`config.mk`:
```
export PLATFORM = sky130hd
export DESIGN_NAME = reg_wr_arbiter_flat
export DESIGN_NICKNAME = d
export VERILOG_FILES = /design/src/rtl/reg_wr_arbiter_if.sv /design/src/rtl/reg_wr_arbiter.sv /design/src/flat_wrapper.sv
export SDC_FILE = /design/constraint.sdc
export NUM_CORES = 1
export LEC_CHECK = 0
export ABC_AREA = 1
export BUFFER_PORTS_ARGS = -buffer_cell sky130_fd_sc_hd__buf_2
export CORE_MARGIN = 2
export CORE_UTILIZATION = 40
export DETAILED_ROUTE_END_ITERATION = 6
export GPL_TIMING_DRIVEN = 0
export HOLD_SLACK_MARGIN = 0.03
export PLACE_DENSITY_LB_ADDON = 0.2
export SETUP_SLACK_MARGIN = 0.2
export SYNTH_ARGS = -nofsm -noshare
export SYNTH_HDL_FRONTEND = slang
export SYNTH_SLANG_ARGS = --single-unit
```
`constraint.sdc`:
```
create_clock -name clk -period 2.3 [get_ports clk]
set_input_delay 0 -clock clk [delete_from_list [all_inputs] [get_ports clk]]
set_output_delay 0 -clock clk [all_outputs]
set_load 0.02 [all_outputs]
```
`src/rtl/reg_wr_arbiter_if.sv`:
```
// Write-request bundle between the three register-file writers and the arbiter.
// The arbiter side uses the slave modport; the requesters use master.
interface reg_wr_arbiter_if;
   logic        req_m;
   logic [2:0]  sel_m;
   logic [7:0]  data_m;
   logic        req_a;
   logic [2:0]  sel_a;
   logic [7:0]  data_a;
   logic        req_p;
   logic [1:0]  sel_p;
   logic [15:0] data_p;
   logic        ack_m;
   logic        ack_a;
   logic        ack_p;
   logic [7:0]  we;
   logic [7:0]  wr;
   logic        busy;

   modport slave (
      input  req_m, sel_m, data_m, req_a, sel_a, data_a, req_p, sel_p, data_p,
      output ack_m, ack_a, ack_p, we, wr, busy
   );

   modport master (
      output req_m, sel_m, data_m, req_a, sel_a, data_a, req_p, sel_p, data_p,
      input  ack_m, ack_a, ack_p, we, wr, busy
   );
endinterface

```
`src/rtl/reg_wr_arbiter.sv`:
```
// Arbitrates the shared 8-bit register-file write port among MEM, ALU and 16-bit pair writes.
// Latency: grant in cycle N, byte on we/wr in N+1; pair low byte in N+2. Acks are combinational.
module reg_wr_arbiter #(
   parameter bit         RR_EN     = 1'b1,
   parameter logic [7:0] FLAG_MASK = 8'hF0
) (
   input  logic clk,
   input  logic rst,
   reg_wr_arbiter_if.slave bus
);

   typedef enum logic {IDLE, PAIR_LO} state_t;
   typedef enum logic [1:0] {REQ_M = 2'd0, REQ_A = 2'd1, REQ_P = 2'd2, REQ_NONE = 2'd3} req_t;

   state_t      state_q, state_d;
   req_t        rr_q, rr_d;
   logic [7:0]  we_q, we_d;
   logic [7:0]  wr_q, wr_d;
   logic [2:0]  lo_idx_q, lo_idx_d;
   logic [7:0]  lo_dat_q, lo_dat_d;

   req_t        win;
   logic [2:0]  req_vec;
   logic [1:0]  start;
   logic [2:0]  hi_idx, lo_idx;
   logic        ack_m, ack_a, ack_p;

   function automatic logic [7:0] onehot(input logic [2:0] idx);
      return 8'b1 << idx;
   endfunction

   // F (index 6) only keeps its architected flag bits
   function automatic logic [7:0] fmask(input logic [2:0] idx, input logic [7:0] dat);
      return (idx == 3'd6) ? (dat & FLAG_MASK) : dat;
   endfunction

   assign req_vec = {bus.req_p, bus.req_a, bus.req_m};
   assign start   = RR_EN ? 2'(rr_q) : 2'(REQ_M);
   assign hi_idx  = (bus.sel_p == 2'd3) ? 3'd7 : {bus.sel_p, 1'b0};
   assign lo_idx  = (bus.sel_p == 2'd3) ? 3'd6 : {bus.sel_p, 1'b1};

   always_comb begin
      state_d  = state_q;
      rr_d     = rr_q;
      we_d     = 8'h00;
      wr_d     = wr_q;
      lo_idx_d = lo_idx_q;
      lo_dat_d = lo_dat_q;
      win      = REQ_NONE;
      ack_m    = 1'b0;
      ack_a    = 1'b0;
      ack_p    = 1'b0;

      case (state_q)
         IDLE: begin
            for (int k = 0; k < 3; k++) begin
               int idx;
               idx = (int'(start) + k) % 3;
               if (win == REQ_NONE && req_vec[idx[1:0]]) win = req_t'(idx[1:0]);
            end
            case (win)
               REQ_M: begin
                  ack_m = 1'b1;
                  we_d  = onehot(bus.sel_m);
                  wr_d  = fmask(bus.sel_m, bus.data_m);
               end
               REQ_A: begin
                  ack_a = 1'b1;
                  we_d  = onehot(bus.sel_a);
                  wr_d  = fmask(bus.sel_a, bus.data_a);
               end
               REQ_P: begin
                  // ack_p is deferred to PAIR_LO so the requester keeps data_p stable until then
                  we_d     = onehot(hi_idx);
                  wr_d     = bus.data_p[15:8];
                  lo_idx_d = lo_idx;
                  lo_dat_d = bus.data_p[7:0];
                  state_d  = PAIR_LO;
               end
               default: ;
            endcase
            if (RR_EN && win != REQ_NONE)
               rr_d = (win == REQ_P) ? REQ_M : req_t'(2'(win) + 2'd1);
         end
         PAIR_LO: begin
            ack_p   = 1'b1;
            we_d    = onehot(lo_idx_q);
            wr_d    = fmask(lo_idx_q, lo_dat_q);
            state_d = IDLE;
         end
         default: state_d = IDLE;
      endcase
   end

   always_ff @(posedge clk or posedge rst) begin
      if (rst) begin
         state_q  <= IDLE;
         rr_q     <= REQ_M;
         we_q     <= 8'h00;
         wr_q     <= 8'h00;
         lo_idx_q <= 3'd0;
         lo_dat_q <= 8'h00;
      end else begin
         state_q  <= state_d;
         rr_q     <= rr_d;
         we_q     <= we_d;
         wr_q     <= wr_d;
         lo_idx_q <= lo_idx_d;
         lo_dat_q <= lo_dat_d;
      end
   end

   assign bus.ack_m = ack_m & ~rst;
   assign bus.ack_a = ack_a & ~rst;
   assign bus.ack_p = ack_p & ~rst;
   assign bus.we    = we_q;
   assign bus.wr    = wr_q;
   assign bus.busy  = (state_q == PAIR_LO);

endmodule
```
`src/flat_wrapper.sv`:
```
// flat-port wrapper written by rule: the top's interface ports become plain ports
module reg_wr_arbiter_flat 
#(
   parameter bit         RR_EN     = 1'b1,
   parameter logic [7:0] FLAG_MASK = 8'hF0
)
  (clk, rst, bus_req_m, bus_sel_m, bus_data_m, bus_req_a, bus_sel_a, bus_data_a, bus_req_p, bus_sel_p, bus_data_p, bus_ack_m, bus_ack_a, bus_ack_p, bus_we, bus_wr, bus_busy);
  reg_wr_arbiter_if bus_i ();
  input  logic clk;
  input  logic rst;
  input wire logic [$bits(bus_i.req_m)-1:0] bus_req_m;
  input wire logic [$bits(bus_i.sel_m)-1:0] bus_sel_m;
  input wire logic [$bits(bus_i.data_m)-1:0] bus_data_m;
  input wire logic [$bits(bus_i.req_a)-1:0] bus_req_a;
  input wire logic [$bits(bus_i.sel_a)-1:0] bus_sel_a;
  input wire logic [$bits(bus_i.data_a)-1:0] bus_data_a;
  input wire logic [$bits(bus_i.req_p)-1:0] bus_req_p;
  input wire logic [$bits(bus_i.sel_p)-1:0] bus_sel_p;
  input wire logic [$bits(bus_i.data_p)-1:0] bus_data_p;
  output wire logic [$bits(bus_i.ack_m)-1:0] bus_ack_m;
  output wire logic [$bits(bus_i.ack_a)-1:0] bus_ack_a;
  output wire logic [$bits(bus_i.ack_p)-1:0] bus_ack_p;
  output wire logic [$bits(bus_i.we)-1:0] bus_we;
  output wire logic [$bits(bus_i.wr)-1:0] bus_wr;
  output wire logic [$bits(bus_i.busy)-1:0] bus_busy;
  assign bus_i.req_m = bus_req_m;
  assign bus_i.sel_m = bus_sel_m;
  assign bus_i.data_m = bus_data_m;
  assign bus_i.req_a = bus_req_a;
  assign bus_i.sel_a = bus_sel_a;
  assign bus_i.data_a = bus_data_a;
  assign bus_i.req_p = bus_req_p;
  assign bus_i.sel_p = bus_sel_p;
  assign bus_i.data_p = bus_data_p;
  assign bus_ack_m = bus_i.ack_m;
  assign bus_ack_a = bus_i.ack_a;
  assign bus_ack_p = bus_i.ack_p;
  assign bus_we = bus_i.we;
  assign bus_wr = bus_i.wr;
  assign bus_busy = bus_i.busy;
  reg_wr_arbiter #(.RR_EN(RR_EN), .FLAG_MASK(FLAG_MASK)) u_core (.clk(clk), .rst(rst), .bus(bus_i));
endmodule
```
# Word-level counts from Yosys, hierarchy flattened
# Cells that the tools add are included.
# classes
n_addsub	3
div_mod_pow	3
order_cmp	3
n_eq_ne	10
shift	4
mux	29
n_bitwise	5
reduce_logical	5
# op_table
cell	count
32-bit by 3-bit remainder unit with 32-bit output, second input constant	2
8-bit case mux with 3 select lines	2
3-bit by 3-bit remainder unit with 32-bit output, second input constant	1
8-bit case mux with 2 select lines	2
1-bit by 3-bit left shift with 8-bit output, first input constant	4
2-bit 2-to-1 mux	7
4-bit 2-to-1 mux	3
3-bit == test, second input constant	3
2-bit by 3-bit < comparator with 1-bit output, second input constant	3
1-bit 2-to-1 mux	9
2-bit == test, second input constant	4
1-bit binary-select mux with 2-bit select	3
3-bit 2-to-1 mux	2
4-bit by 3-bit != test with 1-bit output, second input constant	1
2-bit AND reduction	2
2-bit by 1-bit adder with 3-bit output, second input constant	1
2-bit by 2-bit adder with 3-bit output, second input constant	1
1-bit AND	3
2-bit by 1-bit adder with 2-bit output, second input constant	1
2-bit by 1-bit == test with 1-bit output, second input constant	1
1-bit logical AND	2
2-bit logical NOT	1
2-bit != test, second input constant	1
1-bit NOT	2
1-bit case mux with 2 select lines	1
# totals
ff_bits	30

# Depth between registers and ports, before layout
# Gate-level depths: netlist of run 1.
# logic_depth
word_depth	17
mapped_depth	19
ltp_nobuf	19

# Worst setup path after synthesis of run 1
# OpenSTA, ideal clock, no wires.
# synth_path
path_kind	register -> register
start	register u_core.rr_q[0]
end	register u_core.wr_q[4] (netlist: u_core.bus.wr[4])
t_arrival_ns	2.259
required_time_ns	2.165
setup_slack_ns	-0.093
path_stages_with_launch	17
path_buffers	1
path_cell_list	dfrtp_1 inv_1 ha_1 inv_1 nand2_1 nand3_1 nand2_1 nand2_1 nand3_1 nand2_1 inv_1 ha_1 inv_4 buf_2 nand3_1 o211ai_1 o211ai_1
# synth_between
elab_chain_len	16
elab_cells_between_ends	27
classes_between	2 x add/sub; 3 x div; 5 x eq/ne; 14 x mux; 3 x reduce/logical
# synth_rtl
item	line	text
from (decl)	reg_wr_arbiter.sv:16	req_t rr_q, rr_d;
from (signal assigned)	reg_wr_arbiter.sv:105	rr_q <= rr_d;
parallel branches: the longest is 11 deep, another holds 32-bit by 3-bit remainder unit with 32-bit output	-	
2-bit 2-to-1 mux (*)	reg_wr_arbiter.sv:59	if (win == REQ_NONE && req_vec[idx[1:0]]) win = req_t'(idx[1:0]);
2-bit 2-to-1 mux (*)	reg_wr_arbiter.sv:54	case (state_q)
2-bit == test, or another cell as far along	reg_wr_arbiter.sv:61	case (win)
8-bit case mux with 3 select lines	reg_wr_arbiter.sv:61	
8-bit case mux with 2 select lines	reg_wr_arbiter.sv:54	
to (signal assigned)	reg_wr_arbiter.sv:107	wr_q <= wr_d;
to (decl)	reg_wr_arbiter.sv:18	logic [7:0] wr_q, wr_d;
# Mark *: on every way between the ends. The select of a mux whose other input is x is not followed.
# A chain may end at the register's enable or synchronous reset.

# Final worst setup path of run 1
# layout_path
start	register u_core.rr_q[0]
end	register u_core.we_q[2] (netlist: u_core.bus.we[2])
# layout_between
elab_chain_len	16
elab_cells_between_ends	26
classes_between	2 x add/sub; 3 x div; 4 x eq/ne; 14 x mux; 3 x reduce/logical
# layout_rtl
item	line	text
parallel branches: the longest is 11 deep, another holds 32-bit by 3-bit remainder unit with 32-bit output	-	
2-bit 2-to-1 mux (*)	reg_wr_arbiter.sv:59	
2-bit 2-to-1 mux (*)	reg_wr_arbiter.sv:54	
2-bit == test, or another cell as far along	reg_wr_arbiter.sv:61	
8-bit case mux with 3 select lines (*)	reg_wr_arbiter.sv:61	
8-bit case mux with 2 select lines (*)	reg_wr_arbiter.sv:54	
net u_core.we_d[2]	reg_wr_arbiter.sv:17	logic [7:0] we_q, we_d;
to (signal assigned)	reg_wr_arbiter.sv:106	we_q <= we_d;
to (decl)	reg_wr_arbiter.sv:17	
# Mark *: on every way through the listed nets, which the timed path passes. The select of a mux whose other input is x is not followed.

==> qor.csv, run 1 <==
metric;value;unit
min Tclk post-route;2.36;ns
final std cells w/o fill;419;
Setup crit end kind;register;
Worst Setup SP;u_core.rr_q[0];
DPL Wire Length;3600;um
total of max-cap violations;0;
reg2reg end;u_core.bus.we[2];
Slew Limit Fails;0;
Yosys top cell area share;40.3;%
PortBufs;64;
io pins;65;
total number of H-tree levels;2;
grt met2 use;38.7;%
setup tns final;-0.385;ns
r2r startpoint;u_core.rr_q[0];
Avg Inst Size Synth;7.23;um^2
DIE HEIGHT;72.3;um
total CTS buffers;5;
Max Clk Rate;424;MHz
Setup WS pre-CTS;-0.169;ns
Die Wd;72.3;um
router iterations before antenna repair;4;
CTS sink count;30;
gpl congestion;0.842;
Vias;2115;
DR vias/cell;5.05;
GR met3 Demand/Resource;5.00;%
Syn Nets;313;
register area share after synthesis;40.3;%
Core ar.;4410;um^2
DR DRC count;0;
vias in the first global route;2014;
CP Max Fanout;5;
unique cell type count in the Yosys netlist;22;
largest net degree at the start of global routing;32;
mapped cell area;1860;um^2
Final Cycle Share;103;%
row cnt;24;
status;finished, violations left;
Final Hold Fails;0;
cell count after synthesis;258;
max_slew headroom;20.3;%
endpoints failing setup;12;
CP Capture Point;u_core.bus.we[2];
Synth Flop Type;dfrtp_1;
FF+latch count, synth;30;
GRT Overall Usage;21.6;%
skew final;0.00722;ns
most common cell in the netlist;nand2_1;
Synth top cells by count;106 x nand2_1, 30 x dfrtp_1, 27 x inv_1, 24 x nand3_1, 13 x nor2_1;
GR peak layer;met2;
worst setup path class;reg -> reg;
initial antenna violation count;0;
hold_ws;0.0526;ns
failing checks;setup timing;
Worst EP required;2.51;ns
Post-synth ARST share;100;%
ant diodes;0;
EDFF count, synth;0;
top cells by area, synth;dfrtp_1 40%, nand2_1 21%, ha_1 6.7%;
gr ovfl total;0;
element type at the critical path start;register;
Yosys warnings;0;
share of cells above drive strength 1;48.8;%
Root Driver;clkbuf_8;
routed wire length;5890;um
fin nets;421;
Routed Antenna Nets;0;
buffer depth of the longest clock path;2;
cell taking the most area after synthesis;dfrtp_1;
grt met1 use;24.8;%
R2R setup slack;-0.06;ns
clock-pin transition on the worst setup and hold timing paths;0.07;ns
Die Area;5220;um^2
FF-to-FF path depth;17;
Initial Util;42.2;%
critical path arrival;2.57;ns
Area growth syn-to-layout;66.1;%
Inst Count DP;374;
fill cell count;342;
Worst-Margin Slew;1.19;ns
wire per inst;14.1;um
worst min-delay path class;in -> reg;
first-pass GRT wire length;8760;um
CTS tree;built;
Clock Latency Late Sink;0.29;ns
RSZ-0062 raised after global routing;yes;
final worst slack;-0.0585;ns
Iter 0 DRT Violations;89;
-- worst min path at each step --
| stage | cells past startpoint | to | from |
|---|---|---|---|
| finish | 5 | u_core.bus.wr[3] | bus_data_m[3] |
| global route | 5 | u_core.bus.wr[3] | bus_data_m[3] |
| CTS | 4 | u_core.bus.we[1] | bus_sel_m[1] |
| detailed placement | 3 | u_core.lo_dat_q[3] | bus_data_p[3] |
| global placement | 3 | u_core.lo_dat_q[0] | bus_data_p[0] |
| floorplan | 1 | bus_ack_p | rst |
-- metal layers --
metal / vias up / part of all wire [%]
li1: 1041 / -
met1: 973 / 40
met2: 84 / 51
met3: 17 / 6.6
met4: 0 / 2.6
met5: - / 0
-- what timing repair did --
item | CTS | global route
endpoints found under the setup margin | 30 | 32
gates resized for setup | 43 | 53
hold endpoints to repair | 15 | 0
setup buffers | 14 | 6
hold buffers | 14 | 0
pin swaps | 18 | 30
cloned | 1 | 2
-- logic make-up after synthesis --
group	count (synthesis)	share of synthesized area (%)
simple gates	149	33.2
buf+inv	35	7.85
compound gates	34	12.0
flops	30	40.3
fa+ha+maj	10	6.71
-- registers in the layout, indices dropped and copies added (netlist names) --
signal and count:
u_core.bus.busy 1, u_core.bus.we 8, u_core.bus.wr 8, u_core.lo_dat_q 8
u_core.lo_idx_q 3, u_core.rr_q 2
-- through the flow --
step,cell area [um^2],utilization (%)
after floorplan,1960,-
after global placement,2350,53.2
after CTS,2860,64.7
final,3100,70.2
after global routing,3100,70.2
after detailed placement,2350,53.2
-- layout make-up --
| type | instances | area (um^2) | area share [%] |
|---|---|---|---|
| Multi-Input combinational cell | 193 | 1270 | 41.2 |
| Sequential cell | 30 | 751 | 24.2 |
| Timing Repair Buffer | 100 | 694 | 22.4 |
| Inverter | 29 | 141 | 4.57 |
| Clock buffer | 6 | 82.6 | 2.67 |
| Buffer | 6 | 66.3 | 2.14 |
| Tap cell | 52 | 65.1 | 2.10 |
| Clock inverter | 2 | 12.5 | 0.404 |
| Timing Repair inverter | 1 | 8.76 | 0.283 |
-- placed cells by master (no fill, tap or decap), drive strengths merged --
cell / netlist / final
nand2: 106 / 106
dfrtp: 30 / 30
inv: 29 / 29
ha: 10 / 10
o21ai: 18 / 18
nand3b: 1 / 1
nand3: 25 / 25
clkinvlp: 0 / 1
dlygate4sd3: 0 / 14
clkbuf: 0 / 7
a21oi: 4 / 4
nand4: 1 / 1
nor3: 1 / 1
a31oi: 5 / 5
nor2: 15 / 15
buf: 6 / 91
o211ai: 7 / 7
clkinv: 0 / 2
-- critical path, cell delays in order, from the launching register on --
cell and delay, ns:
dfrtp_1 0.42, buf_6 0.13, ha_4 0.17, inv_4 0.07, nand2_2 0.05, nand2_2 0.07
a21oi_1 0.07, nand2_2 0.09, nand3_2 0.10, nand2_4 0.13, inv_4 0.06, ha_4 0.36
clkinv_8 0.09, nand3_2 0.11, o21ai_4 0.08, inv_2 0.08, nand2_1 0.05, o21ai_1 0.14
Power of run 1 is not shown: default switching activity piles up to over one toggle a cycle in this logic, so the estimate is an artifact.
==> inputs of run 2 (changes only) <==
BUFFER_PORTS_ARGS = unset   (was -buffer_cell sky130_fd_sc_hd__buf_2)
DONT_BUFFER_PORTS = 1   (was unset)
==> qor.csv, run 2 (synthesis gave the netlist of run 1 again) <==
metric;value;unit;change
GR met3 Demand/Resource;5.14;%;+0.14 points
ant diodes;0;;unchanged
share of cells above drive strength 1;28.6;%;-20 points
Clock Latency Late Sink;0.28;ns;about the same
status;finished, violations left;;
DPL Wire Length;3380;um;-5.9%
grt met2 use;38.9;%;+0.20 points
element type at the critical path start;register;;
grt met1 use;26.6;%;+1.8 points
Worst-Margin Slew;0.412;ns;-0.781 ns
CTS tree;built;;
gr ovfl total;0;;unchanged
PortBufs;0;;-100%
fin nets;369;;-12%
CP Max Fanout;8;;+3
Worst EP required;2.46;ns;-0.05 ns
Routed Antenna Nets;0;;unchanged
setup tns final;-0.0761;ns;+0.309 ns
Max Clk Rate;428;MHz;+0.97%
io pins;65;;unchanged
RSZ-0062 raised after global routing;yes;;
DR vias/cell;5.04;;-0.14%
min Tclk post-route;2.34;ns;-0.0227 ns
Slew Limit Fails;0;;unchanged
GR peak layer;met2;;
hold_ws;0.0404;ns;-0.0122 ns
worst min-delay path class;in -> out;;
Setup crit end kind;register;;
critical path arrival;2.49;ns;-0.08 ns
total of max-cap violations;0;;unchanged
DIE HEIGHT;72.3;um;unchanged
Final Cycle Share;102;%;-0.99 points
GRT Overall Usage;21.9;%;+0.33 points
wire per inst;14.5;um;+3.1%
worst setup path class;reg -> reg;;
Initial Util;42.2;%;unchanged
router iterations before antenna repair;4;;unchanged
row cnt;24;;unchanged
Root Driver;clkbuf_8;;
first-pass GRT wire length;8910;um;+1.7%
vias in the first global route;1867;;-7.3%
Iter 0 DRT Violations;77;;-13%
max_slew headroom;72.4;%;+52 points
failing checks;setup timing;;
buffer depth of the longest clock path;2;;unchanged
Area growth syn-to-layout;48.9;%;
final worst slack;-0.0358;ns;+0.0227 ns
Die Wd;72.3;um;unchanged
commonest non-fill, non-tap cells in the layout;93 x nand2_1, 29 x dlygate4sd3_1, 29 x dfrtp_1;;
DR DRC count;0;;unchanged
clock-pin transition on the worst setup and hold timing paths;0.06;ns;about the same
endpoints failing setup;4;;-8
routed wire length;5320;um;-9.7%
skew final;0.00738;ns;+0.000162 ns
CTS sink count;30;;unchanged
initial antenna violation count;0;;unchanged
total number of H-tree levels;2;;unchanged
largest net degree at the start of global routing;31;;-3.1%
Core ar.;4410;um^2;unchanged
Final Hold Fails;0;;unchanged
gpl congestion;0.820;;-2.6%
Vias;1850;;-13%
most common cell after layout, fill and taps aside;nand2_1;;
total CTS buffers;5;;unchanged
Die Area;5220;um^2;unchanged
[run 2: cell types whose count changed in the layout (fill, tap and decap cells not counted), moves of 3 or more]
cell and change:
buf_6 -3, dlygate4sd3_1 +15, buf_2 -62, o21ai_2 -6, nand2_2 -16, o21ai_1 +4
nand2_1 +14
[run 2: timing repair]
action | 4_1_cts | 5_1_grt
pin swaps | 17 | 23
buffers inserted | 10 | 8
cloned | 1 | 0
setup endpoints to repair | 30 | 32
resized for setup | 23 | 40
hold buffers | 30 | 0
endpoints found under the hold margin | 56 | 0
[run 2: final timing paths]
check                      cells past startpoint                from  slack (ns)                  to
max                                           15      u_core.rr_q[1]       -0.04    u_core.bus.we[3]
min                                            1                 rst        0.04           bus_ack_m
max reg2reg                                   15      u_core.rr_q[1]       -0.04    u_core.bus.we[3]
min reg2reg                                    2  u_core.lo_dat_q[3]        0.47  u_core.lo_dat_q[3]
max in group asynchronous                      3                 rst        1.84      u_core.rr_q[0]
min in group asynchronous                      3                 rst        0.27    u_core.bus.wr[2]
[run 2: cell type report]
class | count | area [um^2]
flip-flops and latches | 30 | 752
plain buffers | 6 | 58.8
fillers | 386 | 1640
clock inverters | 1 | 5.00
inverters | 29 | 131
repair buffers | 49 | 468
clock buffers | 7 | 86.3
multi-input cells | 193 | 1210
well taps | 52 | 65.1
[run 2: through the flow]
| stage | instance area (um^2) | worst slack, ns | cells | util, % |
|---|---|---|---|---|
| after global routing | 2780 | -0.179 | 367 | 62.9 |
| final | 2780 | -0.0358 | 367 | 62.9 |
| after floorplan | 1960 | 0.202 | 258 | - |
| after global placement | 2030 | -0.118 | 310 | 45.9 |
| after CTS | 2590 | 0.0374 | 359 | 58.8 |
| after detailed placement | 2030 | -0.148 | 310 | 45.9 |
[run 2: critical path: stages (launching register included)]
cell	delay (ns)
dfrtp_1	0.40
buf_6	0.13
ha_4	0.29
nand2_4	0.06
nand3_2	0.07
nand2_2	0.06
nand2_4	0.09
nand3_4	0.08
nand2_4	0.10
inv_4	0.04
ha_4	0.31
clkinv_8	0.10
o21ai_4	0.24
inv_1	0.09
nand2_1	0.06
o21ai_1	0.07
[run 2: per-layer routing]
metal  vias up  share of wire, %
met1       858                43
met2        54                50
met5         -                 0
met3         6               5.3
met4         0               1.1
li1        932                 -
Power of run 2 is left out for the same reason.
